### config.mk
export PLATFORM = sky130hd
export DESIGN_NAME = cla_add_sequencer
export DESIGN_NICKNAME = d
export VERILOG_FILES = /design/src/rtl/cla_pkg.sv /design/src/rtl/cla_slice4.sv /design/src/rtl/cla_add_sequencer.sv
export SDC_FILE = /design/constraint.sdc
export NUM_CORES = 1
export LEC_CHECK = 0
export CAP_MARGIN = 20
export CORE_MARGIN = 5
export CORE_UTILIZATION = 51
export CTS_CLUSTER_DIAMETER = 80
export DETAILED_ROUTE_END_ITERATION = 7
export PLACE_DENSITY_LB_ADDON = 0.3
export SLEW_MARGIN = 15
export SYNTH_ARGS = -nofsm -noshare
export SYNTH_HDL_FRONTEND = slang
export SYNTH_SLANG_ARGS = --single-unit
export TNS_END_PERCENT = 50
### constraint.sdc
create_clock -name clk -period 3.65 [get_ports clk]
set_input_delay 0.5475 -clock clk [delete_from_list [all_inputs] [get_ports clk]]
set_output_delay 0.5475 -clock clk [all_outputs]
set_load 0.05 [all_outputs]
### src/rtl/cla_pkg.sv
// Shared definitions for the slice-serial carry-lookahead adder.
//   state_e : sequencer states (IDLE, RUN, DONE)
//   SLICE_W : bits handled per RUN cycle by one cla_slice4
package cla_pkg;

   localparam int SLICE_W = 4;

   typedef enum logic [1:0] {
      IDLE = 2'd0,
      RUN  = 2'd1,
      DONE = 2'd2
   } state_e;

endpackage

### src/rtl/cla_slice4.sv
// 4-bit carry-lookahead adder slice with explicit generate/propagate terms.
// Ports:
//   a, b : 4-bit addends
//   ci   : carry in
//   s    : 4-bit sum
//   co   : carry out of bit 3
module cla_slice4 (
   input  logic [3:0] a,
   input  logic [3:0] b,
   input  logic       ci,
   output logic [3:0] s,
   output logic       co
);

   logic [3:0] g;
   logic [3:0] p;
   logic [4:0] c;

   assign g = a & b;
   assign p = a ^ b;

   // every carry is a flat sum of products of g/p/ci, no ripple chain
   assign c[0] = ci;
   assign c[1] = g[0] | (p[0] & ci);
   assign c[2] = g[1] | (p[1] & g[0]) | (p[1] & p[0] & ci);
   assign c[3] = g[2] | (p[2] & g[1]) | (p[2] & p[1] & g[0])
               | (p[2] & p[1] & p[0] & ci);
   assign c[4] = g[3] | (p[3] & g[2]) | (p[3] & p[2] & g[1])
               | (p[3] & p[2] & p[1] & g[0]) | (p[3] & p[2] & p[1] & p[0] & ci);

   assign s  = p ^ c[3:0];
   assign co = c[4];

endmodule

### src/rtl/cla_add_sequencer.sv
// Slice-serial adder: one request is latched, then added 4 bits per cycle
// through a single reused cla_slice4, and the result is held until consumed.
// Ports:
//   clk, rst            : clock, asynchronous active-high reset
//   in_valid, in_ready  : request handshake (in_ready only in IDLE)
//   a, b, cin           : operands and carry in
//   out_valid, out_ready: result handshake (out_valid only in DONE)
//   sum, cout, ovf      : a+b+cin mod 2^WIDTH, MSB carry, signed overflow
//   busy                : not IDLE
//
// state | meaning
// IDLE  | waiting for a request, result outputs hold last values
// RUN   | adding slice cnt, one slice per cycle
// DONE  | result valid, held until out_ready
module cla_add_sequencer
   import cla_pkg::*;
#(
   parameter int WIDTH = 16   // multiple of 4, at least 8
) (
   input  logic             clk,
   input  logic             rst,
   input  logic             in_valid,
   output logic             in_ready,
   input  logic [WIDTH-1:0] a,
   input  logic [WIDTH-1:0] b,
   input  logic             cin,
   output logic             out_valid,
   input  logic             out_ready,
   output logic [WIDTH-1:0] sum,
   output logic             cout,
   output logic             ovf,
   output logic             busy
);

   localparam int NSLICE = WIDTH / SLICE_W;
   localparam int CW     = (NSLICE > 1) ? $clog2(NSLICE) : 1;

   localparam logic [1:0]    S_IDLE = IDLE;
   localparam logic [1:0]    S_RUN  = RUN;
   localparam logic [1:0]    S_DONE = DONE;
   localparam logic [CW-1:0] LAST   = CW'(NSLICE - 1);

   logic [1:0]         state;
   logic [CW-1:0]      cnt;
   logic               carry;
   logic [WIDTH-1:0]   a_q;
   logic [WIDTH-1:0]   b_q;
   logic [WIDTH-1:0]   sum_q;
   logic               cout_q;
   logic               ovf_q;

   logic [SLICE_W-1:0] sa;
   logic [SLICE_W-1:0] sb;
   logic [SLICE_W-1:0] ss;
   logic               sco;

   // operand slice selected by the counter
   always_comb begin
      sa = '0;
      sb = '0;
      for (int i = 0; i < NSLICE; i++) begin
         if (cnt == CW'(i)) begin
            sa = a_q[i*SLICE_W +: SLICE_W];
            sb = b_q[i*SLICE_W +: SLICE_W];
         end
      end
   end

   cla_slice4 u_slice (
      .a  (sa),
      .b  (sb),
      .ci (carry),
      .s  (ss),
      .co (sco)
   );

   always_ff @(posedge clk or posedge rst) begin
      if (rst) begin
         state  <= S_IDLE;
         cnt    <= '0;
         carry  <= 1'b0;
         a_q    <= '0;
         b_q    <= '0;
         sum_q  <= '0;
         cout_q <= 1'b0;
         ovf_q  <= 1'b0;
      end else begin
         case (state)
            S_IDLE: begin
               if (in_valid) begin
                  a_q   <= a;
                  b_q   <= b;
                  carry <= cin;
                  cnt   <= '0;
                  state <= S_RUN;
               end
            end
            S_RUN: begin
               for (int i = 0; i < NSLICE; i++) begin
                  if (cnt == CW'(i)) sum_q[i*SLICE_W +: SLICE_W] <= ss;
               end
               carry <= sco;
               if (cnt == LAST) begin
                  cout_q <= sco;
                  // ss[MSB] is the new sum MSB being written this cycle
                  ovf_q  <= (a_q[WIDTH-1] == b_q[WIDTH-1]) && (ss[SLICE_W-1] != a_q[WIDTH-1]);
                  cnt    <= '0;
                  state  <= S_DONE;
               end else begin
                  cnt <= cnt + 1'b1;
               end
            end
            S_DONE: begin
               if (out_ready) state <= S_IDLE;
            end
            default: begin
               state <= S_IDLE;
               cnt   <= '0;
            end
         endcase
      end
   end

   assign in_ready  = (state == S_IDLE);
   assign out_valid = (state == S_DONE);
   assign busy      = (state != S_IDLE);
   assign sum       = sum_q;
   assign cout      = cout_q;
   assign ovf       = ovf_q;

endmodule
# After elaboration in Yosys (flattened, before gate mapping)
# Cells that the tools add are included.
[classes]
addsub = 1
eq_ne = 10
n_mux = 17
bitwise = 30
n_reduce_logical = 13
[ops]
columns = ["op", "count"]
rows = [
  ["$mux 4", 8],
  ["$and 1x1->1", 16],
  ["$reduce_and 2->1", 7],
  ["$pmux 2 s3", 2],
  ["$mux 2", 5],
  ["$or 1x1->1", 10],
  ["$xor 4x4->4", 2],
  ["$eq 2x2->1 const B", 3],
  ["$and 4x4->4", 1],
  ["$eq 2x1->1 const B", 2],
  ["$logic_not 2->1", 2],
  ["$ne 2x2->1 const B", 2],
  ["$reduce_bool 2->1", 2],
  ["$reduce_and 3->1", 1],
  ["$add 2x1->2 const B", 1],
  ["$ne 2x1->1 const B", 1],
  ["$pmux 1 s2", 1],
  ["$eq 1x1->1", 1],
  ["$logic_and 1x1->1", 1],
  ["$mux 1", 1],
  ["$ne 1x1->1", 1],
  ["$not 1->1", 1],
]
[totals]
regBits = 55
inputBits = 37
output_inout_bits = 21
wordCells = 82

# Longest topological paths before layout
# Gate-level depths: netlist (run 1).
[depth]
word_depth = 13
ltp_mapped = 12
mapped_depth_nobuf = 11

# Modules after synthesis
# Synthesis (run 1) repeated with hierarchy kept, for this count alone.
[unflattened]
cells_unflattened = 198
hier_area_um2 = 2736.4
[modules_own_cells]
columns = ["mod", "instances", "cells_per_inst", "area_per_inst_um2", "seq_area_each_um2"]
rows = [
  ["cla_add_sequencer", 1, 181, 2588.7, 1376.3],
  ["cla_slice4", 1, 17, 147.6, 0.0],
]

# Least setup slack after synthesis (run 1)
# No wires, ideal clock.
[synth_timing]
path_kind = "reg2reg"
start = "reg cnt[0]"
end = "reg ovf_q, in the netlist ovf"
setup_ns = 0.087
arrival_time_ns = 2.703
required_ns = 3.563
path_slack_ns = 0.861
stages_incl_launch_ff = 12
synth_period_minus_slack_ns = 2.789
path_cell_list = "dfrtp_1 > inv_1 > ha_1 > clkbuf_1 > clkbuf_1 > a21oi_1 > o21ai_0 > ha_1 > a21o_1 > and4_4 > or3_4 > o211ai_1"
[synth_between]
elab_chain_cells = 13
elab_cells_between_ends = 26
[synth_lines]
columns = ["item", "line_no", "rtl"]
rows = [
  ["start, declared", "cla_add_sequencer.sv:44", "logic [CW-1:0] cnt;"],
  ["start signal, assigned", "cla_add_sequencer.sv:110", "cnt <= cnt + 1'b1;"],
  ["$logic_not 2->1", "cla_add_sequencer.sv:62", "if (cnt == CW'(i)) begin"],
  ["$mux 4 (4 in a row)", "cla_add_sequencer.sv:62", ""],
  ["$xor 4x4->4 / $and 4x4->4 (equally long branches)", "cla_slice4.sv:20, cla_slice4.sv:19", ""],
  ["$and 1x1->1 (on tied branches)", "cla_slice4.sv:26, cla_slice4.sv:27", ""],
  ["$or 1x1->1 (tied with other cells)", "cla_slice4.sv:26", "assign c[3] = g[2] | (p[2] & g[1]) | (p[2] & p[1] & g[0])"],
  ["$or 1x1->1 / $and 1x1->1 (equally long branches)", "cla_slice4.sv:26, cla_slice4.sv:27", ""],
  ["$or 1x1->1", "cla_slice4.sv:27", "| (p[2] & p[1] & p[0] & ci);"],
  ["$xor 4x4->4", "cla_slice4.sv:31", "assign s = p ^ c[3:0];"],
  ["$ne 1x1->1", "cla_add_sequencer.sv:106", "ovf_q <= (a_q[WIDTH-1] == b_q[WIDTH-1]) && (ss[SLICE_W-1] != a_q[WIDTH-1]);"],
  ["$logic_and 1x1->1", "cla_add_sequencer.sv:106", ""],
  ["end signal, assigned", "cla_add_sequencer.sv:106", ""],
  ["end, declared", "cla_add_sequencer.sv:50", "logic ovf_q;"],
]
# Several ways; a longest one is shown, not always the timed one.
# A chain may end at the register's enable or synchronous reset.

# Final worst setup path (run 1)
[layout_timing]
start = "reg cnt[1]"
end = "reg sum_q[3], in the netlist sum[3]"
[layout_between]
elab_chain_cells = 11
elab_cells_between_ends = 24
[layout_lines]
columns = ["item", "line_no", "rtl"]
rows = [
  ["$logic_not 2->1", "cla_add_sequencer.sv:62, cla_add_sequencer.sv:100", ""],
  ["$mux 4 (4 in a row)", "cla_add_sequencer.sv:62", ""],
  ["$xor 4x4->4 / $and 4x4->4 (equally long branches)", "cla_slice4.sv:20, cla_slice4.sv:19", ""],
  ["$and 1x1->1 (on tied branches)", "cla_slice4.sv:26, cla_slice4.sv:27", ""],
  ["$or 1x1->1 (tied with other cells)", "cla_slice4.sv:26", ""],
  ["$or 1x1->1 / $and 1x1->1 (equally long branches)", "cla_slice4.sv:26, cla_slice4.sv:27", ""],
  ["$or 1x1->1", "cla_slice4.sv:27", ""],
  ["$xor 4x4->4", "cla_slice4.sv:31", ""],
  ["end signal, assigned by index", "cla_add_sequencer.sv:100", "if (cnt == CW'(i)) sum_q[i*SLICE_W +: SLICE_W] <= ss;"],
  ["end, declared", "cla_add_sequencer.sv:48", "logic [WIDTH-1:0] sum_q;"],
]
# Several ways; a longest one is shown, not always the timed one.

==> flow_metrics.py, run 1 <==
metrics = {
    "synthesis": {
        "synth.yosys.seq_area_share_pct": 50.0,
        "synth-warning-count": 0,
        "postSynthNetCount": 277,
        "post_synth.cell_area_avg_um2": 11.9,
        "distinct_cells_synth": 34,
        "syn-instance-count": 231,
        "postSynthRegisterBits": 55,
        "mappedNetlistArea_um2": 2750,
    },
    "drt": {
        "via_per_inst": 5.25,
        "firstDrtPassIters": 6,
        "route.detailed.wl_per_inst_um": 15.6,
        "antenna_violating_nets_remaining": 0,
        "drt-initial-drc-count": 90,
        "routed_vias": 1864,
        "postRouteWirelength_um": 5520,
        "drt_drc_violations_left": 0,
    },
    "clocking": {
        "cts.htree.levels": 2,
        "cts_setup_buffers": 0,
        "cts_resized": 0,
        "cts_buffer_count": 5,
        "tritoncts": "built",
        "cts.root.buffer_cell": "sky130_fd_sc_hd__clkbuf_8",
        "insertion_delay_ps": 310,
        "cts.clk_slew.worst_paths_ps": 100,
        "max-clock-path-buffers": 2,
        "cts_hold_buf": 0,
        "clock_sinks": 55,
    },
    "floorplanning": {
        "die_width_um": 83.5,
        "starting_density_of_the_core_pct": 53.2,
        "floorplan.die.height_um": 83.5,
        "design.portCount": 58,
        "design.core.area_um2": 5170,
        "floorplan.die_area_um2": 6970,
        "rows": 26,
    },
    "placed_design": {
        "dp_hpwl_um": 4120,
        "place.port_buffers": 57,
        "place.gp.congestion": 0.824,
        "placement.setup.worst_slack_ps": 754,
    },
    "worst_setup_path": {
        "arrival_ps": 3140,
        "timing.critical_path.cells": "inv_1, ha_1, nand3b_1, a21oi_1, a21oi_1, o21ai_0, ha_1, a21o_1, and4_4, or3_4, o21ai_0",
        "worstSetupEndpointType": "register",
        "timing_worst_setup_path_type": "register to register",
        "cpMaxStageDelayCell": "sky130_fd_sc_hd__dfrtp_1",
        "critPathBufInv": 1,
        "endpoint_required_time_on_the_critical_path_ps": 3880,
        "crit_fanout": 17,
        "crit_path_max_incr_delay_ps": 400,
        "startpoint_type": "register",
        "path_delay_family": "compound AO/OA/AOI/OAI gates",
    },
    "global_route": {
        "grt.overflow.total": 0,
        "grtUsageTotal_pct": 16.5,
        "grt_start_max_net_pins": 33,
        "first_pass_grt_wire_length_um": 9330,
        "grt_pass1_vias": 1954,
        "antenna_found_initial": 0,
    },
    "timing": {
        "setup_violations": 0,
        "setup_tns_ps": 0,
        "layout_setup_ws_ps": 735,
        "timing.hold.ws_ps": 494,
        "fin_crit_sh_pct": 79.9,
        "period_minus_slack_ps": 2920,
        "fmax_mhz": 343,
        "rsz0062_at_grt": "false",
        "final.setup_skew_ps": 8.66,
        "timing.slew.headroom_pct": 60.5,
        "final_hold_viol_count": 0,
        "timing_max_transition_violations_final": 0,
        "worst_pin_slew_ps": 592,
    },
    "layout": {
        "insertedDiodeCount": 0,
        "fin_nets": 330,
        "layout-area-overhead-vs-synth_pct": 24.6,
        "final_layout_size_suffix_gt1_share_pct": 17.9,
    },
    "hold_path": {
        "min-delay-path-class": "register to register",
    },
    "power": {
        "ir_worst_vdd_mv": 0.549,
        "power.leakage_nw": 1.49,
        "power.density_nw_per_um2": 1060,
    },
    "outcome": {
        "run_status": "finished clean",
    },
    "job": {
        "max_cap_viol_count": 0,
    },
}
-- logic make-up (layout without fill, tap and decap cells) --
group	after synthesis	in the layout	share of synthesized area, %
and+or+nand+nor	59	59	10.6
DFF	55	55	50.0
AOI/OAI and AO/OA	51	51	10.2
muxes	37	37	19.2
buffers and inverters	18	72	5.09
adders and majority gates	9	9	4.36
xor gates and xnor gates	2	2	0.636
-- worst paths after layout --
check / start / endpoint / slack (ps) / depth (start not counted)
setup / recovery: cnt[1] / sum[3] / 730 / 11
hold / removal: cout / cout / 490 / 2
setup reg to reg: cnt[1] / sum[3] / 730 / 11
hold reg to reg: cout / cout / 490 / 2
max in group asynchronous: rst / cnt[1] / 2510 / 3
min in group asynchronous: rst / b_q[0] / 600 / 2
-- report_power, final --
group / internal [mW] / switching, mW / total, mW
clock: 0.222 / 0.194 / 0.416
sequential: 0.917 / 0.210 / 1.13
combinational: 0.936 / 1.17 / 2.10
-- routing by layer --
metal	global-route usage [%]	routed length, um
met4	4.97	96
met5	0	0
met1	19.8	2330
met3	4.44	291
met2	29.1	2810
-- cells in the final DEF, fill, tap and decap left out, types with 2 or more instances in the layout --
cell type and count:
sky130_fd_sc_hd__mux2_4 30, sky130_fd_sc_hd__o21ai_0 23, sky130_fd_sc_hd__clkdlybuf4s50_1 57, sky130_fd_sc_hd__nand3b_1 9
sky130_fd_sc_hd__dfrtp_1 55, sky130_fd_sc_hd__clkbuf_8 6, sky130_fd_sc_hd__nand2_1 36, sky130_fd_sc_hd__nor2_1 5
sky130_fd_sc_hd__mux2_2 6, sky130_fd_sc_hd__inv_2 2, sky130_fd_sc_hd__a21oi_1 19, sky130_fd_sc_hd__o31ai_1 2
sky130_fd_sc_hd__nor2b_1 2, sky130_fd_sc_hd__ha_1 8, sky130_fd_sc_hd__inv_1 4
-- final cells by class --
class | instances | area [um^2]
flip-flops and latches | 55 | 1380
fillers | 391 | 1740
multi-input cells | 158 | 1240
well taps | 70 | 87.6
repair buffers | 58 | 591
clock inverters | 2 | 35.0
inverters | 6 | 22.5
clock buffers | 6 | 82.6
-- synth_stat cells --
master / instances / area (um^2)
sky130_fd_sc_hd__a211oi_1: 1 / 7.51
sky130_fd_sc_hd__nand2_1: 36 / 135
sky130_fd_sc_hd__a32o_1: 1 / 10.0
sky130_fd_sc_hd__clkbuf_1: 7 / 26.3
sky130_fd_sc_hd__o22a_1: 1 / 8.76
sky130_fd_sc_hd__buf_6: 1 / 11.3
sky130_fd_sc_hd__nand3b_1: 9 / 67.6
sky130_fd_sc_hd__or3_1: 1 / 6.26
sky130_fd_sc_hd__xnor2_1: 1 / 8.76
sky130_fd_sc_hd__and2_4: 1 / 8.76
sky130_fd_sc_hd__nor2_1: 5 / 18.8
sky130_fd_sc_hd__dfrtp_1: 55 / 1380
sky130_fd_sc_hd__ha_1: 8 / 100
sky130_fd_sc_hd__and4_4: 1 / 11.3
sky130_fd_sc_hd__buf_12: 4 / 80.1
sky130_fd_sc_hd__fa_1: 1 / 20.0
sky130_fd_sc_hd__xor2_1: 1 / 8.76
sky130_fd_sc_hd__nor3_1: 1 / 5.00
sky130_fd_sc_hd__mux2i_1: 1 / 10.0
sky130_fd_sc_hd__or3_4: 1 / 11.3
sky130_fd_sc_hd__mux2_4: 30 / 450
sky130_fd_sc_hd__a21oi_1: 19 / 95.1
sky130_fd_sc_hd__o211ai_1: 1 / 7.51
sky130_fd_sc_hd__nand2b_1: 1 / 6.26
sky130_fd_sc_hd__o21ai_0: 23 / 115
sky130_fd_sc_hd__o31ai_1: 2 / 15.0
sky130_fd_sc_hd__inv_1: 5 / 18.8
sky130_fd_sc_hd__nor2b_1: 2 / 12.5
sky130_fd_sc_hd__or2_4: 1 / 8.76
sky130_fd_sc_hd__mux2_2: 6 / 67.6
sky130_fd_sc_hd__a21o_1: 1 / 7.51
sky130_fd_sc_hd__o22ai_1: 1 / 6.26
sky130_fd_sc_hd__inv_2: 1 / 3.75
sky130_fd_sc_hd__o21a_1: 1 / 7.51
-- registers in the layout, summed over array words and instances (netlist names) --
name,flops
sum,16
a_q,16
cout,1
cnt,2
state,2
b_q,16
carry,1
ovf,1
-- worst register-to-register path, stage by stage, from the launching register on --
cell	delay (ps)
sky130_fd_sc_hd__dfrtp_1	400
sky130_fd_sc_hd__inv_1	80
sky130_fd_sc_hd__ha_1	350
sky130_fd_sc_hd__nand3b_1	230
sky130_fd_sc_hd__a21oi_1	150
sky130_fd_sc_hd__a21oi_1	50
sky130_fd_sc_hd__o21ai_0	320
sky130_fd_sc_hd__ha_1	310
sky130_fd_sc_hd__a21o_1	180
sky130_fd_sc_hd__and4_4	200
sky130_fd_sc_hd__or3_4	400
sky130_fd_sc_hd__o21ai_0	180
-- stage by stage --
stage          util [%]  power (mW)  cells  instance area [um^2]
2_1_floorplan         -        2.72    231                  2750
3_3_place_gp       63.7        3.17    346                  3290
6_report           66.4        3.64    355                  3430
4_1_cts            66.4        3.66    355                  3430
3_5_place_dp       64.1        3.23    347                  3310
5_1_grt            66.4        3.91    355                  3430
Note: power is estimated with default switching activity, not from simulation.
==> inputs of run 2 (changes only) <==
==> constraint.sdc (replaced) <==
create_clock -name clk -period 2.8 [get_ports clk]
set_input_delay 0.42 -clock clk [delete_from_list [all_inputs] [get_ports clk]]
set_output_delay 0.42 -clock clk [all_outputs]
set_load 0.05 [all_outputs]
==> run 2 against run 1 <==
Effect of this change: clock skew decreased by 0.70 ps; worst hold slack lost 12 ps; combinational power grew 39%; via count up 0.91%; power grew 32%; fmax is 12% higher; sequential share of layout area is 0.77 points lower; global-route usage decreased by 0.53 points.
==> flow_metrics.py, run 2 (synthesis gave the netlist of run 1 again) <==
metrics = {
    "worst_setup_path": {
        "worst-r2r-cell-count": 11,
        "timing_worst_setup_path_type": "register to register",
        "crit_fanout": 5,
        "timing.rr.end": "ovf",
        "worstSetupEndpointType": "register",
        "startpoint": "cnt[0]",
        "crit-reg2reg-launch": "cnt[0]",
        "startpoint_type": "register",
        "arrival_ps": 2830,
        "endpoint_required_time_on_the_critical_path_ps": 3020,
        "regToRegSetupSlack_ps": 190,
    },
    "timing": {
        "setup_violations": 0,
        "setup_tns_ps": 0,
        "fin_crit_sh_pct": 93.2,
        "worst_pin_slew_ps": 622,
        "timing.slew.headroom_pct": 58.5,
        "final.setup_skew_ps": 7.95,
        "timing.hold.ws_ps": 482,
        "layout_setup_ws_ps": 191,
        "final_hold_viol_count": 0,
        "period_minus_slack_ps": 2610,
        "fmax_mhz": 383,
        "timing_max_transition_violations_final": 0,
        "rsz0062_at_grt": "false",
    },
    "floorplanning": {
        "starting_density_of_the_core_pct": 53.2,
        "floorplan.die.height_um": 83.5,
        "design.core.area_um2": 5170,
        "design.portCount": 58,
        "rows": 26,
        "floorplan.die_area_um2": 6970,
        "die_width_um": 83.5,
    },
    "clocking": {
        "tritoncts": "built",
        "clock_sinks": 55,
        "cts.clk_slew.worst_paths_ps": 90,
        "insertion_delay_ps": 300,
        "max-clock-path-buffers": 2,
        "cts_buffer_count": 5,
        "cts.htree.levels": 2,
        "cts_hold_buf": 0,
        "cts.root.buffer_cell": "sky130_fd_sc_hd__clkbuf_8",
    },
    "hold_path": {
        "hold_end": "sum[13]",
        "min-delay-path-class": "register to register",
        "hold-path-cell-count": 2,
        "hp-start": "sum[13]",
    },
    "global_route": {
        "antenna_found_initial": 0,
        "grtUsageTotal_pct": 16.0,
        "grt.overflow.total": 0,
        "grt_start_max_net_pins": 33,
        "first_pass_grt_wire_length_um": 9140,
        "grt_pass1_vias": 1963,
    },
    "layout": {
        "insertedDiodeCount": 0,
        "fin_nets": 339,
        "layout-area-overhead-vs-synth_pct": 27.1,
        "layout.cells.most_common": "sky130_fd_sc_hd__clkdlybuf4s50_1",
        "final_cell_mix": "sky130_fd_sc_hd__clkdlybuf4s50_1, sky130_fd_sc_hd__dfrtp_1, sky130_fd_sc_hd__nand2_1, sky130_fd_sc_hd__mux2_4, sky130_fd_sc_hd__a21oi_1",
        "final_layout_size_suffix_gt1_share_pct": 22.1,
    },
    "drt": {
        "top_metal_layer_carrying_routed_signals": "met4",
        "routed_vias": 1881,
        "route.detailed.wl_per_inst_um": 14.4,
        "antenna_violating_nets_remaining": 0,
        "drt_drc_violations_left": 0,
        "wl_met3_um": 269,
        "route.layer.met1.wl_um": 2400,
        "drt-initial-drc-count": 63,
        "via_per_inst": 5.17,
        "firstDrtPassIters": 4,
        "met2_length_um": 2510,
        "postRouteWirelength_um": 5250,
    },
    "power": {
        "power.leakage_nw": 1.52,
        "ir_worst_vdd_mv": 0.663,
        "power.density_nw_per_um2": 1370,
    },
    "job": {
        "max_cap_viol_count": 0,
    },
    "outcome": {
        "run_status": "finished clean",
    },
    "placed_design": {
        "place.port_buffers": 57,
        "place.gp.congestion": 0.836,
        "dp_hpwl_um": 3990,
        "placement.setup.worst_slack_ps": 88.1,
    },
}
[run 2: cell types whose count changed in the layout (fill, tap and decap cells not counted), moves of 2 or more]
cell	before	now
sky130_fd_sc_hd__o21ai_0	23	18
sky130_fd_sc_hd__o21ai_1	0	3
sky130_fd_sc_hd__ha_2	0	2
sky130_fd_sc_hd__o21ai_2	0	2
sky130_fd_sc_hd__ha_1	8	5
sky130_fd_sc_hd__buf_4	0	9
[run 2: layout make-up]
| type | instances | area [um^2] |
|---|---|---|
| inverters | 6 | 22.5 |
| fillers | 390 | 1670 |
| flip-flops and latches | 55 | 1380 |
| clock buffers | 6 | 72.6 |
| multi-input cells | 158 | 1270 |
| repair buffers | 67 | 658 |
| clock inverters | 2 | 12.5 |
| well taps | 70 | 87.6 |
[run 2: timing repair]
item,4_1_cts,5_1_grt
buffers inserted,0,1
endpoints found under the setup margin,0,11
resized for setup,0,12
[run 2: critical path, stage by stage (launching register included)]
cell                       delay, ps
sky130_fd_sc_hd__dfrtp_1         440
sky130_fd_sc_hd__inv_1           140
sky130_fd_sc_hd__ha_2            250
sky130_fd_sc_hd__buf_4           140
sky130_fd_sc_hd__nand3b_1         70
sky130_fd_sc_hd__a21oi_1         150
sky130_fd_sc_hd__a21oi_1          60
sky130_fd_sc_hd__o21ai_1         180
sky130_fd_sc_hd__ha_1            310
sky130_fd_sc_hd__and4_4          210
sky130_fd_sc_hd__or3_4           400
sky130_fd_sc_hd__o211ai_1        170
[run 2: worst max path at each step]
stage | to | slack [ps]
3_5_place_dp | ovf | 90
6_report | ovf | 190
5_1_grt | sum[15] | 20
2_1_floorplan | ovf | 10
3_3_place_gp | ovf | 180
4_1_cts | ovf | 50
[run 2: per-stage QoR]
stage	cells	cell area [um^2]	total power [mW]	util, %
after floorplan	231	2750	3.54	-
after global placement	355	3370	4.23	65.2
after detailed placement	355	3370	4.28	65.2
after CTS	363	3460	4.71	66.9
after global routing	364	3500	5.17	67.7
final	364	3500	4.80	67.7
[run 2: power by group]
| part | switching [mW] | leakage (nW) | total (mW) | internal [mW] |
|---|---|---|---|---|
| Combinational | 1.56 | 0.814 | 2.92 | 1.36 |
| Sequential | 0.262 | 0.666 | 1.46 | 1.19 |
| Clock | 0.245 | 0.0412 | 0.421 | 0.175 |
| Total | 2.06 | 1.52 | 4.80 | 2.73 |
[run 2: metal layers]
layer  GRT usage (%)  vias to the layer above
met5               0                        -
met4            4.39                        0
met3            3.95                        9
met2            26.9                       45
met1            20.6                      904
li1                -                      923
